--- src/rtl/des_pkg.sv ---
// Shared types and constants for the iterative DES round engine.
// Holds the P table, FSM states and round-index width.
package des_pkg;

  localparam int RN_W = 4;

  typedef enum logic [1:0] {
    IDLE,
    ROUND,
    DONE
  } state_t;

  // Output DES bit i takes input DES bit P_TAB[i].
  localparam int P_TAB [1:32] = '{
    16,  7, 20, 21, 29, 12, 28, 17,
     1, 15, 23, 26,  5, 18, 31, 10,
     2,  8, 24, 14, 32, 27,  3,  9,
    19, 13, 30,  6, 22, 11,  4, 25
  };

endpackage

--- src/rtl/des_pperm.sv ---
// DES P permutation, purely combinational.
// DES bit k of a 32-bit word lives at vector index 33-k.
module des_pperm
  import des_pkg::*;
(
  input  logic [32:1] din,
  output logic [32:1] dout
);

  for (genvar i = 1; i <= 32; i++) begin : g_p
    localparam int SRC = 33 - P_TAB[i];
    assign dout[33-i] = din[SRC];
  end

endmodule

--- src/rtl/des_round_ctrl.sv ---
// Iterative DES Feistel round engine between IP and FP.
// Drives R and round index out, folds the S-box result back in.
module des_round_ctrl
  import des_pkg::*;
#(
  parameter int ROUNDS    = 16,
  parameter int SBOX_WAIT = 0
) (
  input  logic            CLK,
  input  logic            RESET_N,
  input  logic            IN_VALID,
  output logic            IN_READY,
  input  logic [64:1]     IN_DATA,
  output logic [32:1]     ROUND_R,
  output logic [RN_W-1:0] ROUND_NUM,
  input  logic [32:1]     S_OUTPUT,
  output logic            OUT_VALID,
  input  logic            OUT_READY,
  output logic [64:1]     OUT_DATA,
  output logic            BUSY
);

  localparam logic [RN_W-1:0] LAST =
    RN_W'(ROUNDS - 1);
  localparam logic [2:0] WAIT_LD =
    3'(SBOX_WAIT);

  state_t          state;
  logic [32:1]     l_q;
  logic [32:1]     r_q;
  logic [32:1]     p_out;
  logic [2:0]      wait_q;
  logic [RN_W-1:0] rn_q;
  logic            in_rdy_q;
  logic            out_vld_q;
  logic            busy_q;

  des_pperm u_pperm (
    .din  (S_OUTPUT),
    .dout (p_out)
  );

  always_ff @(posedge CLK or negedge RESET_N) begin
    if (!RESET_N) begin
      state     <= IDLE;
      l_q       <= '0;
      r_q       <= '0;
      wait_q    <= '0;
      rn_q      <= '0;
      in_rdy_q  <= 1'b1;
      out_vld_q <= 1'b0;
      busy_q    <= 1'b0;
    end else begin
      unique case (state)
        IDLE: begin
          if (IN_VALID && in_rdy_q) begin
            l_q      <= IN_DATA[64:33];
            r_q      <= IN_DATA[32:1];
            rn_q     <= '0;
            wait_q   <= WAIT_LD;
            state    <= ROUND;
            in_rdy_q <= 1'b0;
            busy_q   <= 1'b1;
          end
        end
        ROUND: begin
          // S_OUTPUT is only looked at once the wait expires.
          if (wait_q != '0) begin
            wait_q <= wait_q - 1'b1;
          end else begin
            l_q <= r_q;
            r_q <= l_q ^ p_out;
            if (rn_q == LAST) begin
              state     <= DONE;
              out_vld_q <= 1'b1;
            end else begin
              rn_q   <= rn_q + 1'b1;
              wait_q <= WAIT_LD;
            end
          end
        end
        DONE: begin
          if (OUT_READY) begin
            state     <= IDLE;
            out_vld_q <= 1'b0;
            busy_q    <= 1'b0;
            in_rdy_q  <= 1'b1;
          end
        end
        default: state <= IDLE;
      endcase
    end
  end

  assign IN_READY  = in_rdy_q;
  assign OUT_VALID = out_vld_q;
  assign BUSY      = busy_q;
  assign ROUND_R   = r_q;
  assign ROUND_NUM = rn_q;
  assign OUT_DATA  = {r_q, l_q};

endmodule
--- config.mk ---
export PLATFORM = sky130hd
export DESIGN_NAME = des_round_ctrl
export DESIGN_NICKNAME = d
export VERILOG_FILES = /design/src/rtl/des_pkg.sv /design/src/rtl/des_pperm.sv /design/src/rtl/des_round_ctrl.sv
export SDC_FILE = /design/constraint.sdc
export NUM_CORES = 1
export LEC_CHECK = 0
export BUFFER_PORTS_ARGS = -buffer_cell sky130_fd_sc_hd__clkbuf_2
export CAP_MARGIN = 10
export CORE_UTILIZATION = 47
export CTS_CLUSTER_SIZE = 16
export DETAILED_ROUTE_END_ITERATION = 8
export PLACE_DENSITY = 0.81
export RECOVER_POWER = 25
export SETUP_SLACK_MARGIN = 0.4
export SLEW_MARGIN = 20
export SYNTH_ARGS = -nofsm -noshare
export SYNTH_HDL_FRONTEND = slang
export SYNTH_SLANG_ARGS = --single-unit
--- constraint.sdc ---
create_clock -name CLK -period 2.3 [get_ports CLK]
set_clock_uncertainty 0.15 [all_clocks]
set_input_delay 0.23 -clock CLK [delete_from_list [all_inputs] [get_ports CLK]]
set_output_delay 0.23 -clock CLK [all_outputs]
set_load 0.005 [all_outputs]
== Yosys cells after proc, flatten, opt, wreduce, memory -nomap -nowiden ==
Index checks and enable logic that the tools add are counted.
Storage, ports and cells
  register bits: 76
  input bits: 100
  output and inout bits: 103
  word-level logic and storage cells: 60
Cells by class
  add/subtract/negate cells: 2
  equal/unequal tests: 9
  multiplexer cells: 28
  bitwise operators: 1
  reduce and logical (&&, ||, !) cells: 12
Operator list (count)
  2-to-1 mux 32 bit: 4
  case mux 32 bit (2 select lines): 2
  bitwise XOR 32 bit: 1
  2-to-1 mux 4 bit: 3
  AND reduction 4 bit: 3
  != test 2 bit (second input constant): 5
  2-to-1 mux 3 bit: 3
  AND reduction 3 bit: 3
  2-to-1 mux 2 bit: 4
  case mux 4 bit (2 select lines): 1
  2-to-1 mux 1 bit: 6
  case mux 1 bit (2 select lines): 3
  case mux 2 bit (3 select lines): 1
  case mux 3 bit (2 select lines): 1
  nonzero test 2 bit: 3
  adder 4 x 1 -> 4 bit (second input constant): 1
  equality test 4 bit (second input constant): 1
  != test 3 bit (second input constant): 1
  nonzero test 3 bit: 1
  subtractor 3 x 1 -> 3 bit (second input constant): 1
  equality test 2 x 1 -> 1 bit (second input constant): 1
  equality test 2 bit (second input constant): 1
  zero test 2 bit: 1
  logical AND 1 bit: 1

== Logic depth before layout (Yosys ltp) ==
  depth in word-level cells: 4
  depth in mapped cells: 6
  depth with buffers taken out: 4

== Hierarchy ==
From an unflattened synthesis, not the netlist that was laid out.
Second synthesis, totals
  cells, all modules: 367
  area, all modules: 4642.0 µm²
By module, submodules not included
  des_round_ctrl: times used 1, cells each 335, area each 4401.7 µm²
  des_pperm: times used 1, cells each 32, area each 240.2 µm²

== Worst setup path before layout ==
OpenSTA, ideal clock, no wires.
  path type: register to register
  from: reg wait_q[2]
  to: reg l_q[16] in the netlist's numbering
  library setup time: 125 ps
  data arrival time: 1578 ps
  data required time: 2025 ps
  path slack: 447 ps
  cell stages (with the launch flop): 6
  path buffers: 2
  cells stage by stage: dfrtp_1 -> or3_4 -> o21ai_4 -> buf_6 -> buf_6 -> mux2_2
On the way
  word-level cells in the longest chain between the ends: 3
RTL lines
  start: declaration: RTL line des_round_ctrl.sv:32  | logic [2:0] wait_q;
  start signal: assignment: RTL line des_round_ctrl.sv:69  | wait_q <= wait_q - 1'b1;
  nonzero test 3 bit: RTL line des_round_ctrl.sv:68  | if (wait_q != '0) begin
  != test 2 bit (no source line)
  AND reduction 3 bit (no source line)
  end signal: assignment: RTL line des_round_ctrl.sv:57  | l_q <= IN_DATA[64:33];
  end signal: assignment: RTL line des_round_ctrl.sv:71  | l_q <= r_q;
  end: declaration: RTL line des_round_ctrl.sv:29  | logic [32:1] l_q;
No other way between the ends.
A chain may end at the register's enable or synchronous reset.

== Final worst setup path ==
  from: reg state[1]
  to: reg l_q[1] in the netlist's numbering
On the way
  word-level cells in the longest chain between the ends: 3
RTL lines
  start: declaration: RTL line des_round_ctrl.sv:28  | state_t state;
  start signal: assignment: RTL line des_round_ctrl.sv:45  | state <= IDLE;
  start signal: assignment: RTL line des_round_ctrl.sv:61  | state <= ROUND;
  start signal: assignment: RTL line des_round_ctrl.sv:74  | state <= DONE;
  equality test 2 x 1 -> 1 bit / zero test 2 bit (equally long branches): RTL line des_round_ctrl.sv:54  | unique case (state)
  != test 2 bit (no source line) / nonzero test 2 bit (equally long branches)
  AND reduction 3 bit (no source line)
Parallel ways exist; a longest one is shown, timed or not.

==> results.ini <==
[sta]
slew-limit-headroom=0.196
worst_slew_pin_slew_ns=1.21
post-route-period-util=0.868
rsz0062_at_grt=true
finalSetupTns_ns=0
fmaxAchievable_mhz=501
hold_slack_ns=0.0953
finalSetupViolCount=0
report.final.slew_viol_count=0
fin_ws_ns=0.303
hold_viol_final=0
fin_crit_ns=2.00

[layout]
nets=626
multi_input_area_sq_um=2170
final_cell_mix=clkbuf_2 (202), mux2_2 (90), dfrtp_1 (73)
fillers=672
drive_gt1_frac=0.717
final_cell_area_sq_um=5910
antenna_cells=0
syn2layout_area_growth_pct=37.9
final-seq-area_sq_um=1910
layout_commonest_cell=clkbuf_2

[detailed_routing]
drtAntennaViolNets=0
dr.pass1.iters=4
wl_um=11200
routedWlPerCell_um=17.5
drt_iter0_drc=86
avgViaCountPerCell=5.16
drc=0
vias=3291

[place]
gp_congestion=0.792
dpl_cell_area_sq_um=5160
port_buffers=202
dpl_worst_slack_ns=0.303
hpwl_um=6580

[grt]
grt_antenna_before_repair=0
grt_use_total=0.217
grt_start_max_net_pins=48
grt_pass1_vias=3261
grt_pass1_wl_um=16300
gr-total-overflow=0

[worst_setup_path]
worst_ep_required_time_ns=2.37
crit_path_max_fanout=11
critPathKind=reg2reg
endpoint_kind=register
critical_path_arrival_ns=2.06
cp_cell_sequence=nand4bb_1 > o21ai_4 > buf_12 > buf_16 > mux2_2
worstSetupStartpointType=register
max_stage_delay_ns=0.47
path_buf_inv=2
slowest_stage=dfrtp_2
crit_family=flip-flops

[floorplan]
io_pins=203
die_w_um=97.5
fp.dieH_um=97.5
die_area_sq_um=9510
rows=34
start_util=0.489
core-area_sq_um=8760

[clock_network]
cts.sinks=76
cts-root-buf=clkbuf_8
htree_levels=3
clk_latency_ns=0.34
tritoncts=yes
cts_buffer_depth=2
clk_pin_slew_ns=0.09
cts_buffers=9

[pwr]
p_leak_nw=2.87
vdd_drop_max_mv=0.255
p_per_area_nw_per_um2=467

[synth]
avgSynthCellArea_sq_um=12.9
synth_edf_count=0
synth_cell_type_count=36
synthArstFlopShare=1.00
ys_seq_area_frac=0.444
synth_fp_nets=434
ys_ff_latch=76
synth_area_sq_um=4290
synth_cells=333
ys_warn_count=0
ys.flop_type=dfrtp_1

[min_path]
hp-class=in2reg

[status]
outcome=completed

[flow_run]
max-cap-violations=0

-- layer usage --
layer / up-vias / GRT usage / part of all wire
li1: 1538 / - / -
met5: - / 0 / 0
met1: 1595 / 0.263 / 0.41
met4: 0 / 0.0713 / 0.0081
met2: 150 / 0.385 / 0.52
met3: 8 / 0.0439 / 0.056
-- path summary, 6_finish.rpt --
kind / to / slack [ns] / startpoint / cells after the start
max in group asynchronous: wait_q[0] / 0.67 / RESET_N / 2
setup reg to reg: l_q[1] / 0.30 / state[1] / 5
min in group asynchronous: l_q[31] / 0.51 / RESET_N / 2
setup / recovery: l_q[1] / 0.30 / state[1] / 5
hold / removal: l_q[14] / 0.1 / IN_DATA[46] / 3
hold reg to reg: BUSY / 0.38 / BUSY / 2
-- cell families after synthesis --
kind of cell / synth area share
adder cells (fa/ha/maj): 0.00292
flip-flops: 0.444
AO/OA/AOI/OAI: 0.0303
multiplexers: 0.339
XOR/XNOR: 0.0653
buffers and inverters: 0.0846
AND/OR/NAND/NOR: 0.0344
-- final cells by class --
type                            instances  area share
Inverter                                4     0.00254
Sequential cell                        76       0.322
Clock buffer                           10      0.0233
Clock inverter                          6     0.00677
Timing Repair Buffer                  229       0.255
Multi-Input combinational cell        205       0.368
Tap cell                              108      0.0229
-- report_power, final --
part	internal [mW]	switching [mW]	total [mW]
Combinational	0.243	0.140	0.383
Clock	0.417	0.508	0.925
Sequential	1.39	0.0607	1.45
-- state kept, by name, indices dropped and copies added (netlist names) --
register   cells
l_q           32
ROUND_NUM      4
ROUND_R       32
IN_READY       1
state          2
OUT_VALID      1
wait_q         3
BUSY           1
-- through the flow --
stage,util,power (mW),instances
2_1_floorplan,-,1.64,333
3_3_place_gp,0.589,1.82,599
3_5_place_dp,0.589,1.84,599
4_1_cts,0.637,2.76,628
5_1_grt,0.675,2.90,638
6_report,0.675,2.76,638
-- cell usage after synthesis (3+ instances only) --
master   count  area, sq um
a21oi_1      3         15.0
inv_1        4         15.0
mux2_1       7         78.8
o21ai_0      5         25.0
buf_2        8         40.0
nand2_1      8         30.0
dfrtp_1     75         1880
buf_4       36          270
buf_6        3         33.8
mux2_2     122         1370
nand3_1      4         20.0
xor2_1      32          280
-- worst reg2reg max path: stages (launching register included) --
cell and delay, ns:
dfrtp_2 0.47, nand4bb_1 0.40, o21ai_4 0.19, buf_12 0.18
buf_16 0.15, mux2_2 0.34
-- what timing repair did --
action	CTS	global route
gates resized for setup	12	43
endpoints found under the setup margin	64	64
hold buffers	2	0
buffers inserted	7	2
pin swaps	1	1
gates cloned	4	8
endpoints found under the hold margin	47	0
Power figures use the tool's default switching activity.
